--- src/rtl/aes_v3_col_seq.sv ---
// Column sequencer feeding the aes_v3_2 byte round-step unit: issues STEPS chained
// byte steps per job and returns the column. `AES_SEQ_ZEROIZE_EN clears operands after each job.
module aes_v3_col_seq #(
  parameter int STEPS = 4
) (
  input  logic        g_clk,
  input  logic        g_resetn,
  input  logic        req_valid,
  output logic        req_ready,
  input  logic        req_dec,
  input  logic        req_mix,
  input  logic [31:0] req_s0,
  input  logic [31:0] req_s1,
  input  logic [31:0] req_s2,
  input  logic [31:0] req_s3,
  input  logic [31:0] req_key,
  output logic        rsp_valid,
  input  logic        rsp_ready,
  output logic [31:0] rsp_rd,
  output logic        aes_valid,
  output logic        aes_dec,
  output logic        aes_mix,
  output logic [31:0] aes_rs1,
  output logic [31:0] aes_rs2,
  output logic [1:0]  aes_bs,
  input  logic [31:0] aes_rd,
  input  logic        aes_ready
);

  typedef enum logic [1:0] {IDLE, RUN, DONE} state_t;

  localparam logic [1:0] LAST = 2'(STEPS - 1);

  state_t           state;
  logic [3:0][31:0] s;
  logic [31:0]      acc;
  logic [1:0]       cnt;

  // Step operands come straight off registers so they stay frozen across a stall.
  assign aes_rs2 = acc;
  assign aes_bs  = cnt;

  always_ff @(posedge g_clk) begin
    if (!g_resetn) begin
      state     <= IDLE;
      req_ready <= 1'b1;
      rsp_valid <= 1'b0;
      rsp_rd    <= '0;
      aes_valid <= 1'b0;
      aes_dec   <= 1'b0;
      aes_mix   <= 1'b0;
      aes_rs1   <= '0;
      s         <= '0;
      acc       <= '0;
      cnt       <= '0;
    end else begin
      case (state)
        IDLE: if (req_valid) begin
          aes_dec   <= req_dec;
          aes_mix   <= req_mix;
          s         <= {req_s3, req_s2, req_s1, req_s0};
          acc       <= req_key;
          cnt       <= '0;
          aes_rs1   <= req_s0;
          aes_valid <= 1'b1;
          req_ready <= 1'b0;
          state     <= RUN;
        end
        RUN: if (aes_ready) begin
          acc <= aes_rd;
          if (cnt == LAST) begin
            aes_valid <= 1'b0;
            rsp_valid <= 1'b1;
            rsp_rd    <= aes_rd;
            state     <= DONE;
          end else begin
            cnt     <= cnt + 2'd1;
            aes_rs1 <= s[cnt + 2'd1];
          end
        end
        DONE: if (rsp_ready) begin
          rsp_valid <= 1'b0;
          req_ready <= 1'b1;
          state     <= IDLE;
`ifdef AES_SEQ_ZEROIZE_EN
          s       <= '0;
          acc     <= '0;
          rsp_rd  <= '0;
          aes_rs1 <= '0;
`endif
        end
        default: state <= IDLE;
      endcase
    end
  end

endmodule

--- config.mk ---
export PLATFORM = sky130hd
export DESIGN_NAME = aes_v3_col_seq
export DESIGN_NICKNAME = d
export VERILOG_FILES = /design/src/rtl/aes_v3_col_seq.sv
export SDC_FILE = /design/constraint.sdc
export NUM_CORES = 1
export LEC_CHECK = 0
export BUFFER_PORTS_ARGS = -buffer_cell sky130_fd_sc_hd__buf_4
export CORE_MARGIN = 2
export CORE_UTILIZATION = 30
export DETAILED_ROUTE_END_ITERATION = 7
export PLACE_DENSITY = 0.54
export SLEW_MARGIN = 0
export SYNTH_ARGS = -nofsm -noshare
export SYNTH_HDL_FRONTEND = slang
export SYNTH_SLANG_ARGS = --single-unit
--- constraint.sdc ---
create_clock -name g_clk -period 3 [get_ports g_clk]
set_input_delay 0.3 -clock g_clk [delete_from_list [all_inputs] [get_ports g_clk]]
set_output_delay 0.3 -clock g_clk [all_outputs]
set_load 0.1 [all_outputs]
==> flow_summary.ini, run 1 <==
[status]
run_status = complete, no violations

[logic_synthesis]
ys_seq_area_share_pct = 44.16
postSynth.asyncResetShare_pct = 0
synth_adder_area_share_pct = 0.1185
number_of_synthesized_register_bits = 233
number_of_synthesized_flops_with_an_enable_pin = 0
synth_largest_area_cell = sky130_fd_sc_hd__dfxtp_1
netlist_area_um2 = 10560
largest_family_of_logic_cells_by_synthesized_area = compound AO/OA/AOI/OAI gates
xor_xnor_fraction_of_synth_area_pct = 0
ys_warn_count = 0
post_synth_num_cell_types = 35
synth_nets = 1354
syn_inst = 1154
yosys.area_share.simple_pct = 15.04
synth_compound_area_share_pct = 24.57
synth_flop_cell = sky130_fd_sc_hd__dfxtp_1
yosys-mux-area-fraction_pct = 10.64
synth_area_per_cell_um2 = 9.153
synth.area.top_cells = sky130_fd_sc_hd__dfxtp_1, sky130_fd_sc_hd__nand2_1, sky130_fd_sc_hd__a21boi_1, sky130_fd_sc_hd__mux2i_1, sky130_fd_sc_hd__o311a_1
synth_top_area_share_pct = 44.16

[final_layout]
finish.net_count = 1639
stdcell_area_um2 = 14520
synthToLayoutAreaGrowth_pct = 37.47
final_layout_size_suffix_gt1_share_pct = 27.91
final_core_utilization_pct = 41.93

[setup_path]
critPathBufInv = 1
timing.critical_path.slowest_stage_cell = sky130_fd_sc_hd__dfxtp_1
required_ps = 3420
cp_top_delay_family = flip-flops
critical_path.max_fanout = 17
critical-path-max-stage-delay_ps = 800
setup.worst_path.start_class = flop
crit_path_end_kind = flop
critical_path_arrival_ps = 2680
cell_chain_critical_path = nand3b_2 > buf_4 > o21a_1 > o311a_1
worst_setup_path_class = flop to flop

[floorplan]
core_area_um2 = 34630
row_count = 68
die_width_um = 191.6
io_pins = 302
die_area_um2 = 36730
initial_utilization_pct = 30.50
fp.dieH_um = 191.6

[timing]
fmax_ghz = 0.4431
finalMaxSlewViolations = 0
final_min_period_over_clock_period_pct = 75.22
max_transition_margin_pct = 40.73
hold_viol_final = 0
setup_viol = 0
period_minus_slack_ps = 2257
grt_setup_unrepaired = no
fin_hold_ws_ps = 23.80
tns_ps = 0
fin_worst_skew_ps = 8.115
slew_worst_pin_ps = 889.1

[clock_network]
cts_hold_buf = 49
cts_num_sinks = 233
tritoncts = yes
cts.htree.levels = 1
insertion_delay_ps = 540
cts_root_buffer = sky130_fd_sc_hd__clkbuf_16
cts_resized = 0
cts_inserted_buffers = 29
clk_path_buf_depth = 3
clkSlewWorstSetupHoldPaths_ps = 60
post_cts_buffers = 0

[placed_design]
io_buffers = 301
place_congestion = 0.7592
placement.cell_area_um2 = 13060
detailed_place_hpwl_um = 22450

[power]
totalPowerFinal_mw = 8.688
vdd.ir_drop.worst_v = 0.0003765
powerDensity_nw_per_um2 = 598.3
power.static_leakage_nw = 6.021

[grt]
antenna_found_initial = 2
grt-ovfl-total = 0
grt_use_total_pct = 17.96
grt_max_degree = 112
first_global_vias = 8867
grt_pass1_wl_um = 52070

[route]
drt_iter0_drc = 366
postRouteAntennaNets = 0
detailedRoute.firstPassIterationCount = 4
drc = 0
drt-vias-per-instance = 4.873
route.vias.total = 9327
post_drt_wl_per_cell_um = 17.89
detail_route.wirelength_um = 34250

[job]
maxCapViolations = 0

[min_path]
worst_hold_class = primary input to flop
[cell type report]
cell class | count | area [um^2]
inverters | 1 | 3.754
well taps | 455 | 569.3
multi-input cells | 806 | 5340
repair buffers | 368 | 2964
diodes | 1 | 2.502
flip-flops and latches | 233 | 4672
clock inverters | 8 | 93.84
clock buffers | 42 | 874.6
fillers | 3463 | 20110
[synth_stat cells, types with 2 or more instances]
cell type,number
sky130_fd_sc_hd__o311a_1,64
sky130_fd_sc_hd__o21a_1,34
sky130_fd_sc_hd__a21boi_0,71
sky130_fd_sc_hd__clkbuf_1,58
sky130_fd_sc_hd__a21oi_1,3
sky130_fd_sc_hd__buf_6,5
sky130_fd_sc_hd__o22ai_1,32
sky130_fd_sc_hd__or3_1,32
sky130_fd_sc_hd__nor2b_1,2
sky130_fd_sc_hd__nand2b_1,2
sky130_fd_sc_hd__nand2_1,325
sky130_fd_sc_hd__mux2_2,2
sky130_fd_sc_hd__dfxtp_1,233
sky130_fd_sc_hd__buf_1,2
sky130_fd_sc_hd__o21bai_1,32
sky130_fd_sc_hd__mux2i_1,65
sky130_fd_sc_hd__a21boi_1,92
sky130_fd_sc_hd__nor3b_1,3
sky130_fd_sc_hd__nor3_1,2
sky130_fd_sc_hd__buf_2,30
sky130_fd_sc_hd__buf_4,19
sky130_fd_sc_hd__o21ai_0,2
sky130_fd_sc_hd__mux2_4,30
sky130_fd_sc_hd__nand3b_1,3
[stage by stage]
step	worst slack [ps]	std cells
floorplan	718.4	1154
global placement	806.8	1814
detailed placement	752.2	1814
CTS	739.0	1913
global route	588.2	1914
finish	743.3	1914
[metal layers]
layer  global-route usage [%]  share of wire, %  wire, um  up-vias
li1                         -                 -         -     4612
met1                    24.86                46     15680     4419
met2                    29.02                47     16050      241
met3                    2.631               5.1      1741       53
met4                    5.059               2.2       767        2
met5                        0             0.035        12        -
[report_power, final]
group          internal, mW  switching [mW]
Sequential             3.28           0.103
Combinational         0.664            1.14
Clock                  2.17            1.33
Total                  6.11            2.58
[registers in the layout, summed over array words and instances (netlist names)]
| name | flops |
|---|---|
| aes_mix | 1 |
| aes_bs | 2 |
| state | 2 |
| req_ready | 1 |
| aes_rs2 | 32 |
| rsp_rd | 32 |
| s | 128 |
| rsp_valid | 1 |
| aes_rs1 | 32 |
| aes_valid | 1 |
| aes_dec | 1 |
[path summary, 6_finish.rpt]
| path | startpoint | end | slack (ps) | depth (start not counted) |
|---|---|---|---|---|
| setup / recovery | state[0]$_SDFFE_PN0P_ | aes_rs1[23]$_SDFFE_PN0P_ | 740 | 4 |
| hold / removal | req_s2[24] | s[88]$_SDFFE_PN0P_ | 20 | 3 |
| setup reg to reg | state[0]$_SDFFE_PN0P_ | aes_rs1[23]$_SDFFE_PN0P_ | 740 | 4 |
| hold reg to reg | s[16]$_SDFFE_PN0P_ | s[16]$_SDFFE_PN0P_ | 450 | 2 |
[logic make-up (layout without fill, tap and decap cells)]
| group | after synthesis | count (layout) |
|---|---|---|
| AO/OA/AOI/OAI | 331 | 331 |
| adder cells (fa/ha/maj) | 1 | 1 |
| buffers and inverters | 115 | 419 |
| flip-flops | 233 | 233 |
| multiplexers | 97 | 97 |
| other | 0 | 1 |
| AND/OR/NAND/NOR | 377 | 377 |
[cells in the final DEF, fill, tap and decap left out, types with 5 or more instances in the layout]
| master | Yosys | final |
|---|---|---|
| sky130_fd_sc_hd__nand2_1 | 325 | 325 |
| sky130_fd_sc_hd__buf_4 | 19 | 312 |
| sky130_fd_sc_hd__dfxtp_1 | 233 | 231 |
| sky130_fd_sc_hd__a21boi_1 | 92 | 92 |
| sky130_fd_sc_hd__a21boi_0 | 71 | 71 |
| sky130_fd_sc_hd__mux2i_1 | 65 | 64 |
| sky130_fd_sc_hd__o311a_1 | 64 | 64 |
| sky130_fd_sc_hd__dlygate4sd3_1 | 0 | 49 |
| sky130_fd_sc_hd__o21a_1 | 34 | 34 |
| sky130_fd_sc_hd__o22ai_1 | 32 | 32 |
| sky130_fd_sc_hd__or3_1 | 32 | 32 |
| sky130_fd_sc_hd__o21bai_1 | 32 | 32 |
| sky130_fd_sc_hd__mux2_4 | 30 | 30 |
| sky130_fd_sc_hd__clkbuf_16 | 0 | 29 |
| sky130_fd_sc_hd__clkbuf_8 | 0 | 10 |
| sky130_fd_sc_hd__buf_12 | 0 | 6 |
| sky130_fd_sc_hd__clkinv_2 | 0 | 5 |
[worst min-delay path: stages]
cell and delay [ps]:
sky130_fd_sc_hd__buf_4 110, sky130_fd_sc_hd__nand2_1 50, sky130_fd_sc_hd__a21boi_1 50
Power figures use the tool's default switching activity.
==> inputs of run 2 (changes only) <==
--- a/config.mk
+++ b/config.mk
@@ -5,11 +5,12 @@
 export SDC_FILE = /design/constraint.sdc
 export NUM_CORES = 1
 export LEC_CHECK = 0
+export ABC_AREA = 1
 export BUFFER_PORTS_ARGS = -buffer_cell sky130_fd_sc_hd__buf_4
 export CORE_MARGIN = 2
 export CORE_UTILIZATION = 30
 export DETAILED_ROUTE_END_ITERATION = 7
-export PLACE_DENSITY = 0.54
+export PLACE_DENSITY = 0.56
 export SLEW_MARGIN = 0
 export SYNTH_ARGS = -nofsm -noshare
 export SYNTH_HDL_FRONTEND = slang
==> constraint.sdc (replaced) <==
create_clock -name g_clk -period 2 [get_ports g_clk]
set_input_delay 0.2 -clock g_clk [delete_from_list [all_inputs] [get_ports g_clk]]
set_output_delay 0.2 -clock g_clk [all_outputs]
set_load 0.1 [all_outputs]
==> run 2 against run 1 <==
Clock power grew 40%. Hold slack barely moved. Final area increased by 7.7%. Synthesized cell count up 36%. Global-route usage rose by 2.5 points. Power up 59%. Sequential share of layout area shrank 2.3 points. Critical endpoint is now aes_bs[0]. Largest cell class unchanged.
==> flow_summary.ini, run 2 <==
[status]
run_status = complete, no violations

[logic_synthesis]
most_instantiated_cells_after_synthesis = sky130_fd_sc_hd__nor2_1, sky130_fd_sc_hd__nand2_1, sky130_fd_sc_hd__dfxtp_1, sky130_fd_sc_hd__o21ai_0, sky130_fd_sc_hd__inv_1
syn_inst = 1572
synth_adder_area_share_pct = 0.1224
synth_most_common_cell = sky130_fd_sc_hd__nor2_1
post_synth_num_cell_types = 17
number_of_synthesized_register_bits = 233
synth_top_area_share_pct = 45.65
synth_flop_cell = sky130_fd_sc_hd__dfxtp_1
xor_xnor_fraction_of_synth_area_pct = 0
largest_family_of_logic_cells_by_synthesized_area = simple AND/OR/NAND/NOR gates
synth.area.top_cells = sky130_fd_sc_hd__dfxtp_1, sky130_fd_sc_hd__nor2_1, sky130_fd_sc_hd__nand2_1, sky130_fd_sc_hd__o21ai_0, sky130_fd_sc_hd__nand3_1
netlist_area_um2 = 10220
postSynth.asyncResetShare_pct = 0
yosys.area_share.simple_pct = 34.90
synth_compound_area_share_pct = 11.41
ys_seq_area_share_pct = 45.65
yosys-mux-area-fraction_pct = 0
number_of_synthesized_flops_with_an_enable_pin = 0
ys_warn_count = 0
synth_largest_area_cell = sky130_fd_sc_hd__dfxtp_1
synth_area_per_cell_um2 = 6.500
synth_nets = 1772

[floorplan]
row_count = 67
initial_utilization_pct = 30.47
core_area_um2 = 33530
die_width_um = 188.6
fp.dieH_um = 188.6
die_area_um2 = 35550
io_pins = 302

[final_layout]
fill_cells = 3423
final_cell_mix = sky130_fd_sc_hd__nor2_1, sky130_fd_sc_hd__nand2_1, sky130_fd_sc_hd__buf_4
synthToLayoutAreaGrowth_pct = 53.03
final_core_utilization_pct = 46.63
max_ffs_per_register = 128
antenna_cells_inserted = 0
max_flop_register = s
final_common_cell = sky130_fd_sc_hd__nor2_1
finish.net_count = 2212
final_layout_size_suffix_gt1_share_pct = 18.64

[route]
drc = 0
detailedRoute.firstPassIterationCount = 5
route.vias.total = 11288
post_drt_wl_per_cell_um = 15.09
detail_route.wirelength_um = 37440
drt-vias-per-instance = 4.550
drt_iter0_drc = 617
postRouteAntennaNets = 0

[timing]
slew_worst_pin_ps = 657.6
tns_ps = 0
setup_viol = 0
final_min_period_over_clock_period_pct = 95.59
period_minus_slack_ps = 1912
fin_worst_skew_ps = 24.35
finalMaxSlewViolations = 0
max_transition_margin_pct = 56.16
grt_setup_unrepaired = no
layout_setup_ws_ps = 88.30
hold_viol_final = 0
fmax_ghz = 0.5231

[setup_path]
cell_chain_critical_path = clkbuf_8 > buf_4
timing.critical_path.slowest_stage_cell = sky130_fd_sc_hd__buf_4
required_ps = 1800
setup.worst_path.start_class = flop
critical_path_arrival_ps = 1710
critical-path-max-stage-delay_ps = 370
worst_setup_path_class = flop to output port
crit_path_end_kind = output port
critical_path.max_fanout = 57

[clock_network]
cts.htree.levels = 1
tritoncts = yes
cts_inserted_buffers = 28
cts_root_buffer = sky130_fd_sc_hd__clkbuf_16
cts_num_sinks = 233
insertion_delay_ps = 570
clk_path_buf_depth = 3
post_cts_buffers = 0
clkSlewWorstSetupHoldPaths_ps = 60

[placed_design]
dp_slack_ps = 407.0
io_buffers = 301
place_congestion = 0.8523
detailed_place_hpwl_um = 23460

[power]
vdd.ir_drop.worst_v = 0.0006372
power.static_leakage_nw = 7.270
powerDensity_nw_per_um2 = 882.4

[grt]
grt_use_total_pct = 20.47
antenna_found_initial = 0
grt_pass1_wl_um = 58820
grt-ovfl-total = 0
grt_max_degree = 98
first_global_vias = 11116

[min_path]
worst_hold_class = primary input to flop

[job]
maxCapViolations = 0
## run 2: cell types whose count changed after synthesis, sizes merged, moves of 37 or more
cell    change
o21ai     +193
nand2      +37
inv        +73
o311a      -64
nor2      +488
mux2i      -65
a21boi    -163
nand3      +69
## run 2: cell type report
cell class,instances,area [um^2],area share (%)
timing repair buffer,520,4494,28.74
inverter,74,279.0,1.784
sequential,233,4669,29.86
clock buffer,46,828.3,5.297
clock inverter,5,56.30,0.3601
multi-input combinational,1155,4750,30.37
tap,448,560.5,3.585
## run 2: logic make-up after synthesis
logic type               Yosys count
flip-flops                       233
adder cells (fa/ha/maj)            1
AND/OR/NAND/NOR                  921
AO/OA/AOI/OAI                    233
buffers and inverters            184
## run 2: timing repair
action | in CTS | in global routing
endpoints found under the setup margin | 1 | 1
endpoints found under the hold margin | 220 | 0
hold buffers | 192 | 0
cloned | 0 | 0
gates resized for setup | 1 | 1
## run 2: worst max-delay path, delay by kind of cell, from the launching register on
kind	cells	cell delay (ps)
flops	1	360
buf+inv	2	730
## run 2: power breakdown
group,switching (mW),total [mW],internal (mW)
combinational,2.46,3.69,1.22
sequential,0.191,5.22,5.03
clock,2.06,4.89,2.83
## run 2: per-layer routing
layer	global-route usage, %	up-vias	part of all wire, %
met3	2.887	100	4.6
met5	0	-	0
met4	9.044	0	4.4
met2	35.36	309	49
met1	25.34	5111	42
li1	-	5768	-
## run 2: path summary, 6_finish.rpt
check | end | slack [ps] | depth (start not counted) | start
worst max-delay path | aes_bs[0] | 90 | 2 | aes_bs[0]$_SDFFE_PN0P_
worst min-delay path | aes_rs2[17]$_SDFFE_PN0P_ | 20 | 5 | req_key[17]
worst max register to register | aes_rs2[28]$_SDFFE_PN0P_ | 160 | 8 | state[0]$_SDFFE_PN0P_
worst min register to register | s[43]$_SDFFE_PN0P_ | 460 | 2 | s[43]$_SDFFE_PN0P_
## run 2: through the flow
| step | power [mW] | cell area, um^2 | hold slack (ps) | cells |
|---|---|---|---|---|
| floorplan | 7.678 | 10220 | 364.1 | 1572 |
| global placement | 8.675 | 12820 | 442.3 | 2238 |
| detailed placement | 8.697 | 12820 | 446.4 | 2238 |
| CTS | 13.96 | 15640 | 6.927 | 2481 |
| global route | 14.49 | 15640 | 58.94 | 2481 |
| finish | 13.80 | 15640 | 23.60 | 2481 |
